**src/rtl/fifo_pkg.sv**
```systemverilog
// Shared definitions for the byte FIFO and its serial transmit consumer.
// The FIFO geometry constants live here so both sides agree on them.
package fifo_pkg;

    localparam int FIFO_DATA_W = 8;
    localparam int FIFO_DEPTH  = 8;

    typedef enum logic [2:0] {
        IDLE,
        FETCH,
        LOAD,
        START,
        DATA,
        STOP
    } tx_state_t;

endpackage

```
**src/rtl/baud_tick_gen.sv**
```systemverilog
// Bit-period timer: tick pulses in the last cycle of every CLKS_PER_BIT-cycle
// window, with the window phase restarted by clear.
module baud_tick_gen #(
    parameter int CLKS_PER_BIT = 16
) (
    input  logic clk,
    input  logic rst,
    input  logic clear,
    output logic tick
);

    localparam int CNT_W = $clog2(CLKS_PER_BIT);
    localparam logic [CNT_W-1:0] LAST = CNT_W'(CLKS_PER_BIT - 1);

    logic [CNT_W-1:0] count;

    always_ff @(posedge clk) begin
        if (rst || clear) begin
            count <= '0;
        end else if (count == LAST) begin
            count <= '0;
        end else begin
            count <= count + CNT_W'(1);
        end
    end

    assign tick = (count == LAST);

endmodule

```
**src/rtl/fifo_serial_tx.sv**
```systemverilog
// Pops bytes from the FIFO read port and sends each one as an asynchronous
// serial frame: start bit, DATA_W data bits LSB first, STOP_BITS stop bits.
module fifo_serial_tx
    import fifo_pkg::*;
#(
    parameter int DATA_W       = FIFO_DATA_W,
    parameter int CLKS_PER_BIT = 16,
    parameter int STOP_BITS    = 1
) (
    input  logic              clk,
    input  logic              rst,
    input  logic              en,
    input  logic              fifo_empty,
    output logic              fifo_re,
    input  logic [DATA_W-1:0] fifo_data,
    output logic              tx,
    output logic              busy,
    output logic              tx_done,
    output logic [15:0]       bytes_sent
);

    localparam int BIT_W = $clog2(DATA_W + 1);
    localparam logic [BIT_W-1:0] LAST_DATA = BIT_W'(DATA_W - 1);
    localparam logic [BIT_W-1:0] LAST_STOP = BIT_W'(STOP_BITS - 1);

    tx_state_t         state;
    tx_state_t         state_next;
    logic [DATA_W-1:0] shift;
    logic [DATA_W-1:0] shift_next;
    logic [BIT_W-1:0]  bit_cnt;
    logic [BIT_W-1:0]  bit_cnt_next;
    logic              tx_next;
    logic              tick;
    logic              baud_clear;

    // The bit timer only runs while a frame is on the line; LOAD leaves it at
    // zero so the start bit gets a full period.
    assign baud_clear = (state == IDLE) || (state == FETCH) || (state == LOAD);

    baud_tick_gen #(
        .CLKS_PER_BIT(CLKS_PER_BIT)
    ) u_baud (
        .clk  (clk),
        .rst  (rst),
        .clear(baud_clear),
        .tick (tick)
    );

    // The read strobe is decided in the IDLE cycle itself so a frame can start
    // the same cycle the FIFO stops being empty; reset suppresses the pop.
    assign fifo_re = (state == IDLE) && en && !fifo_empty && !rst;
    assign busy    = (state != IDLE) || fifo_re;
    assign tx_done = (state == STOP) && tick && (bit_cnt == LAST_STOP);

    always_comb begin
        state_next   = state;
        shift_next   = shift;
        bit_cnt_next = bit_cnt;
        case (state)
            IDLE: begin
                if (fifo_re) begin
                    state_next = FETCH;
                end
            end
            FETCH: begin
                state_next = LOAD;
            end
            LOAD: begin
                shift_next   = fifo_data;
                bit_cnt_next = '0;
                state_next   = START;
            end
            START: begin
                if (tick) begin
                    state_next = DATA;
                end
            end
            DATA: begin
                if (tick) begin
                    shift_next = shift >> 1;
                    if (bit_cnt == LAST_DATA) begin
                        bit_cnt_next = '0;
                        state_next   = STOP;
                    end else begin
                        bit_cnt_next = bit_cnt + BIT_W'(1);
                    end
                end
            end
            STOP: begin
                if (tick) begin
                    if (bit_cnt == LAST_STOP) begin
                        bit_cnt_next = '0;
                        state_next   = IDLE;
                    end else begin
                        bit_cnt_next = bit_cnt + BIT_W'(1);
                    end
                end
            end
            default: begin
                state_next = IDLE;
            end
        endcase

        // tx is registered from the upcoming state so the line level lines up
        // exactly with the state that owns it.
        case (state_next)
            START:   tx_next = 1'b0;
            DATA:    tx_next = shift_next[0];
            default: tx_next = 1'b1;
        endcase
    end

    always_ff @(posedge clk) begin
        if (rst) begin
            state      <= IDLE;
            shift      <= '0;
            bit_cnt    <= '0;
            tx         <= 1'b1;
            bytes_sent <= '0;
        end else begin
            state   <= state_next;
            shift   <= shift_next;
            bit_cnt <= bit_cnt_next;
            tx      <= tx_next;
            if (tx_done) begin
                bytes_sent <= bytes_sent + 16'd1;
            end
        end
    end

endmodule
```
**config.mk**
```make
export PLATFORM = sky130hd
export DESIGN_NAME = fifo_serial_tx
export DESIGN_NICKNAME = d
export VERILOG_FILES = /design/src/rtl/fifo_pkg.sv /design/src/rtl/baud_tick_gen.sv /design/src/rtl/fifo_serial_tx.sv
export SDC_FILE = /design/constraint.sdc
export NUM_CORES = 1
export LEC_CHECK = 0
export CORE_MARGIN = 2
export CORE_UTILIZATION = 52
export CTS_CLUSTER_DIAMETER = 50
export DETAILED_ROUTE_END_ITERATION = 10
export PLACE_DENSITY = 0.79
export SETUP_SLACK_MARGIN = 0.05
export SLEW_MARGIN = 10
export SYNTH_ARGS = -nofsm -noshare
export SYNTH_HDL_FRONTEND = slang
export SYNTH_SLANG_ARGS = --single-unit
```
**constraint.sdc**
```tcl
create_clock -name clk -period 5.35 [get_ports clk]
set_input_delay 1.605 -clock clk [delete_from_list [all_inputs] [get_ports clk]]
set_output_delay 1.605 -clock clk [all_outputs]
set_load 0.03 [all_outputs]
```
Word level (Yosys, flattened, before mapping)
Cells that the tools add are included.
{ "word_totals": {"in_bits": 12, "ff_bits": 36, "output_inout_bits": 20} }
{ "classes": {"muxes": 15, "reduce_logical": 19, "n_addsub": 3, "n_eq_ne": 11} }
{ "ops": {"columns": ["cell", "n"], "rows": [
  ["two-way mux 3 bit", 6],
  ["one-hot mux 3 bit (6 select lines)", 1],
  ["adder 16 x 1 -> 16 bit, second input constant", 1],
  ["two-way mux 4 bit", 4],
  ["one-hot mux 8 bit (2 select lines)", 1],
  ["one-hot mux 4 bit (3 select lines)", 1],
  ["== test 3 x 2 -> 1 bit, second input constant", 3],
  ["== test 3 bit, second input constant", 3],
  ["adder 4 x 1 -> 4 bit, second input constant", 2],
  ["two-way mux 8 bit", 1],
  ["nonzero test 3 bit", 2],
  ["logical AND 1 bit", 5],
  ["== test 4 x 3 -> 1 bit, second input constant", 1],
  ["== test 4 bit, second input constant", 1],
  ["logical NOT 4 bit", 1],
  ["logical OR 1 bit", 4],
  ["!= test 2 bit, second input constant", 2],
  ["== test 3 x 1 -> 1 bit, second input constant", 1],
  ["logical NOT 3 bit", 1],
  ["AND reduction 3 bit", 1],
  ["logical NOT 1 bit", 2],
  ["one-hot mux 1 bit (2 select lines)", 1],
  ["AND reduction 2 bit", 1],
  ["nonzero test 2 bit", 1],
  ["OR reduction 2 bit", 1]
]} }

Logic depth before layout (Yosys ltp)
{ "logic_depth": {"ltp_word": 8, "depth_mapped": 7, "depth_no_buf": 7} }

Modules after synthesis
From an unflattened synthesis, not the netlist that was laid out.
{ "hier_totals": {"cells_unflattened": 197, "area_unflattened_um2": 1756.7} }
{ "modules_own_cells": {"columns": ["mod", "n_inst", "area_each_um2", "cells_per_inst"], "rows": [
  ["fifo_serial_tx", 1, 1599.0, 181],
  ["baud_tick_gen", 1, 157.7, 16]
]} }

Worst setup path before layout
Ideal clock, no wire load.
{ "synth_timing": {"kind": "input to output", "start": "input port rst", "end": "output port fifo_re", "stages": 3, "setup_slack_ns": 1.506, "path_buffers": 1, "arrival_ns": 2.239, "path_cell_list": "clkbuf_1 nor2_1 and3_1"} }
{ "synth_between": {"elab_chain_len": 2} }
{ "synth_rtl": {"columns": ["item", "line_no", "rtl"], "rows": [
  ["from (decl)", "fifo_serial_tx.sv:11", "input logic rst,"],
  ["logical NOT 1 bit", "fifo_serial_tx.sv:51", "assign fifo_re = (state == IDLE) && en && !fifo_empty && !rst;"],
  ["logical AND 1 bit", "fifo_serial_tx.sv:51", null],
  ["to (decl)", "fifo_serial_tx.sv:14", "output logic fifo_re,"]
]} }
No other way between the ends.

Worst setup path in the final report
{ "layout_timing": {"start": "input port rst", "end": "output port busy"} }
{ "layout_between": {"elab_chain_len": 3} }
{ "layout_rtl": {"columns": ["item", "line_no", "rtl"], "rows": [
  ["logical NOT 1 bit", "fifo_serial_tx.sv:51", null],
  ["logical AND 1 bit", "fifo_serial_tx.sv:51", null],
  ["logical OR 1 bit", "fifo_serial_tx.sv:52", "assign busy = (state != IDLE) || fifo_re;"],
  ["to (decl)", "fifo_serial_tx.sv:17", "output logic busy,"]
]} }
No other way between the ends.

==> metrics.yaml <==
worst_setup_path:
  crit_path_max_fanout: 3
  required_ns: 3.74
  worst_setup_path_end_kind: "output pin"
  cp-start-kind: "input pin"
  r2r_setup_slack_ns: 3.48
  path_class: "in2out"
  slowest_delay_ns: 0.66
  path_cells: "clkdlybuf4s50_1 -> nor2_1 -> nand2_1 -> nand2_1 -> clkdlybuf4s50_1"
  path_delay_family: "buffers and inverters"
  cpMaxStageDelayCell: "clkdlybuf4s50_1"
  crit_buf_inv: 2
  crit_arrival_ns: 2.98
yosys:
  avgSynthCellArea_um2: 8.73
  synth_top_area_cell: "dfxtp_1"
  yosys-top-cells-area: "dfxtp_1, nor2_1, xor2_1"
  synth-main-ff-cell: "dfxtp_1"
  synth_nets: 216
  ys_seq_area_frac: 0.413
  ys_async_sr_fraction: 0
  synthesis.area_um2: 1750
  synthCells: 200
  synth-edff-count: 0
  yosysMostFrequentCell: "dfxtp_1"
  yosys_warnings: 0
  synth_common_cells: "dfxtp_1, nor2_1, nand2_1"
  ys_types: 38
  ys_ff_latch: 36
  synthDominantCellAreaShare: 0.413
grt:
  antenna_found_initial: 0
  grt_pass1_vias: 1281
  grtUsageTotal: 0.186
  grt_max_degree: 35
  grt_pass1_wl_um: 5310
  overflow: 0
sta:
  fin_hold_ws_ns: 0.452
  min_period_over_period: 0.857
  setup_viol: 0
  fin_crit_ns: 4.58
  maxSlewHeadroom: 0.719
  maxSlewViolCount: 0
  grt_setup_unrepaired: "false"
  fmaxAchievable_mhz: 218
  finClkSkew_ns: 0.0111
  fin_setup_tns_ns: 0
  worstMarginPinSlew_ns: 0.419
  setup_ws_ns: 0.766
  finalHoldViolCount: 0
route:
  first_pass_iters: 5
  avgViaCountPerCell: 5.33
  drc_errors: 0
  dr_total_vias: 1488
  wl_per_cell_um: 11.7
  drt-initial-drc-count: 76
  wirelength_um: 3250
  ant_nets: 0
clock_network:
  post-cts-setup-buffers: 0
  post_cts_resized: 0
  cts_tree: "yes"
  htreeDepth: 2
  clock_latency_ns: 0.34
  clk_pin_slew_ns: 0.11
  cts.sinks: 36
  cts_hold_buf: 0
  cts_root_buffer: "clkbuf_4"
  cts_buffers: 5
  cts_max_path_buffers: 2
floorplan:
  io_pins: 32
  dieHeight_um: 62.0
  core-area_um2: 3280
  initial_core_util: 0.532
  die_w_um: 62.0
  die-area_um2: 3840
  rows: 21
place:
  dp_slack_ns: 0.764
  dp.cells: 271
  port_buffers: 31
  place_congestion: 0.789
  dpl_cell_area_um2: 2090
  dp_hpwl_um: 2360
worst_hold_path:
  hold_class: "reg2reg"
layout:
  final_nets: 248
  final_layout_size_suffix_gt1_frac: 0.0815
  final_area_um2: 2160
  syn_to_final_growth_pct: 23.5
  insertedDiodeCount: 0
  fillCellCount: 289
  fin_cells: 279
  utilization: 0.657
power:
  max-vdd-ir-drop_mv: 0.132
  p_per_area_nw_per_um2: 216
  p_leak_nw: 0.796
  power_uw: 467
run:
  cap_violations: 0
outcome:
  status: "complete, no violations"
## worst paths after layout
check,startpoint,to,cells after the start
max,rst,busy,5
min,u_baud.count[0],u_baud.count[0],1
max reg2reg,bit_cnt[0],bytes_sent[9],7
min reg2reg,u_baud.count[0],u_baud.count[0],1
## power breakdown
part           internal [mW]  leakage [nW]  switching [mW]
clock network         0.0643        0.0315          0.0888
registers              0.272         0.291         0.00378
logic                 0.0189         0.474          0.0192
total                  0.355         0.796           0.112
## sequential cells by signal, indices dropped and copies added, names as in the netlist
name,cells
tx,1
u_baud.count,4
bit_cnt,4
bytes_sent,16
shift,8
state,3
## per-layer routing
| metal | part of all wire | track usage |
|---|---|---|
| met5 | 0 | 0 |
| met4 | 0.019 | 0.0729 |
| met3 | 0.027 | 0.0435 |
| met2 | 0.46 | 0.304 |
| met1 | 0.49 | 0.238 |
## cell usage in the layout, fill, tap and decap left out, drive strengths merged, types with 2 or more instances in the layout
master / Yosys / routed
a21oi: 12 / 12
a22oi: 7 / 7
and2: 2 / 2
and3: 2 / 2
buf: 3 / 4
clkbuf: 6 / 7
clkdlybuf4s50: 0 / 30
dfxtp: 36 / 36
ha: 4 / 4
inv: 4 / 4
mux2i: 3 / 3
nand2: 19 / 19
nand3: 8 / 8
nand3b: 3 / 3
nand4: 8 / 8
nand4b: 4 / 4
nor2: 33 / 33
nor2b: 3 / 3
nor3: 5 / 5
nor3b: 3 / 3
nor4: 6 / 6
o21ai: 4 / 4
xnor2: 5 / 5
xor2: 12 / 12
## cell families after synthesis
group | share of synthesized area
AND/OR/NAND/NOR | 0.333
flip-flops | 0.413
AO/OA/AOI/OAI | 0.0917
XOR/XNOR | 0.0852
buffers and inverters | 0.0315
adder cells (fa/ha/maj) | 0.0287
multiplexers | 0.0172
## layout make-up
class	count	area, um2	share of cell area
timing repair buffer	34	330	0.153
tap	46	57.6	0.0267
inverter	4	15.0	0.00696
clock buffer	7	55.1	0.0255
multi-input combinational	151	971	0.450
clock inverter	1	7.51	0.00348
sequential	36	721	0.334
Note: power is estimated with default switching activity, not from simulation.
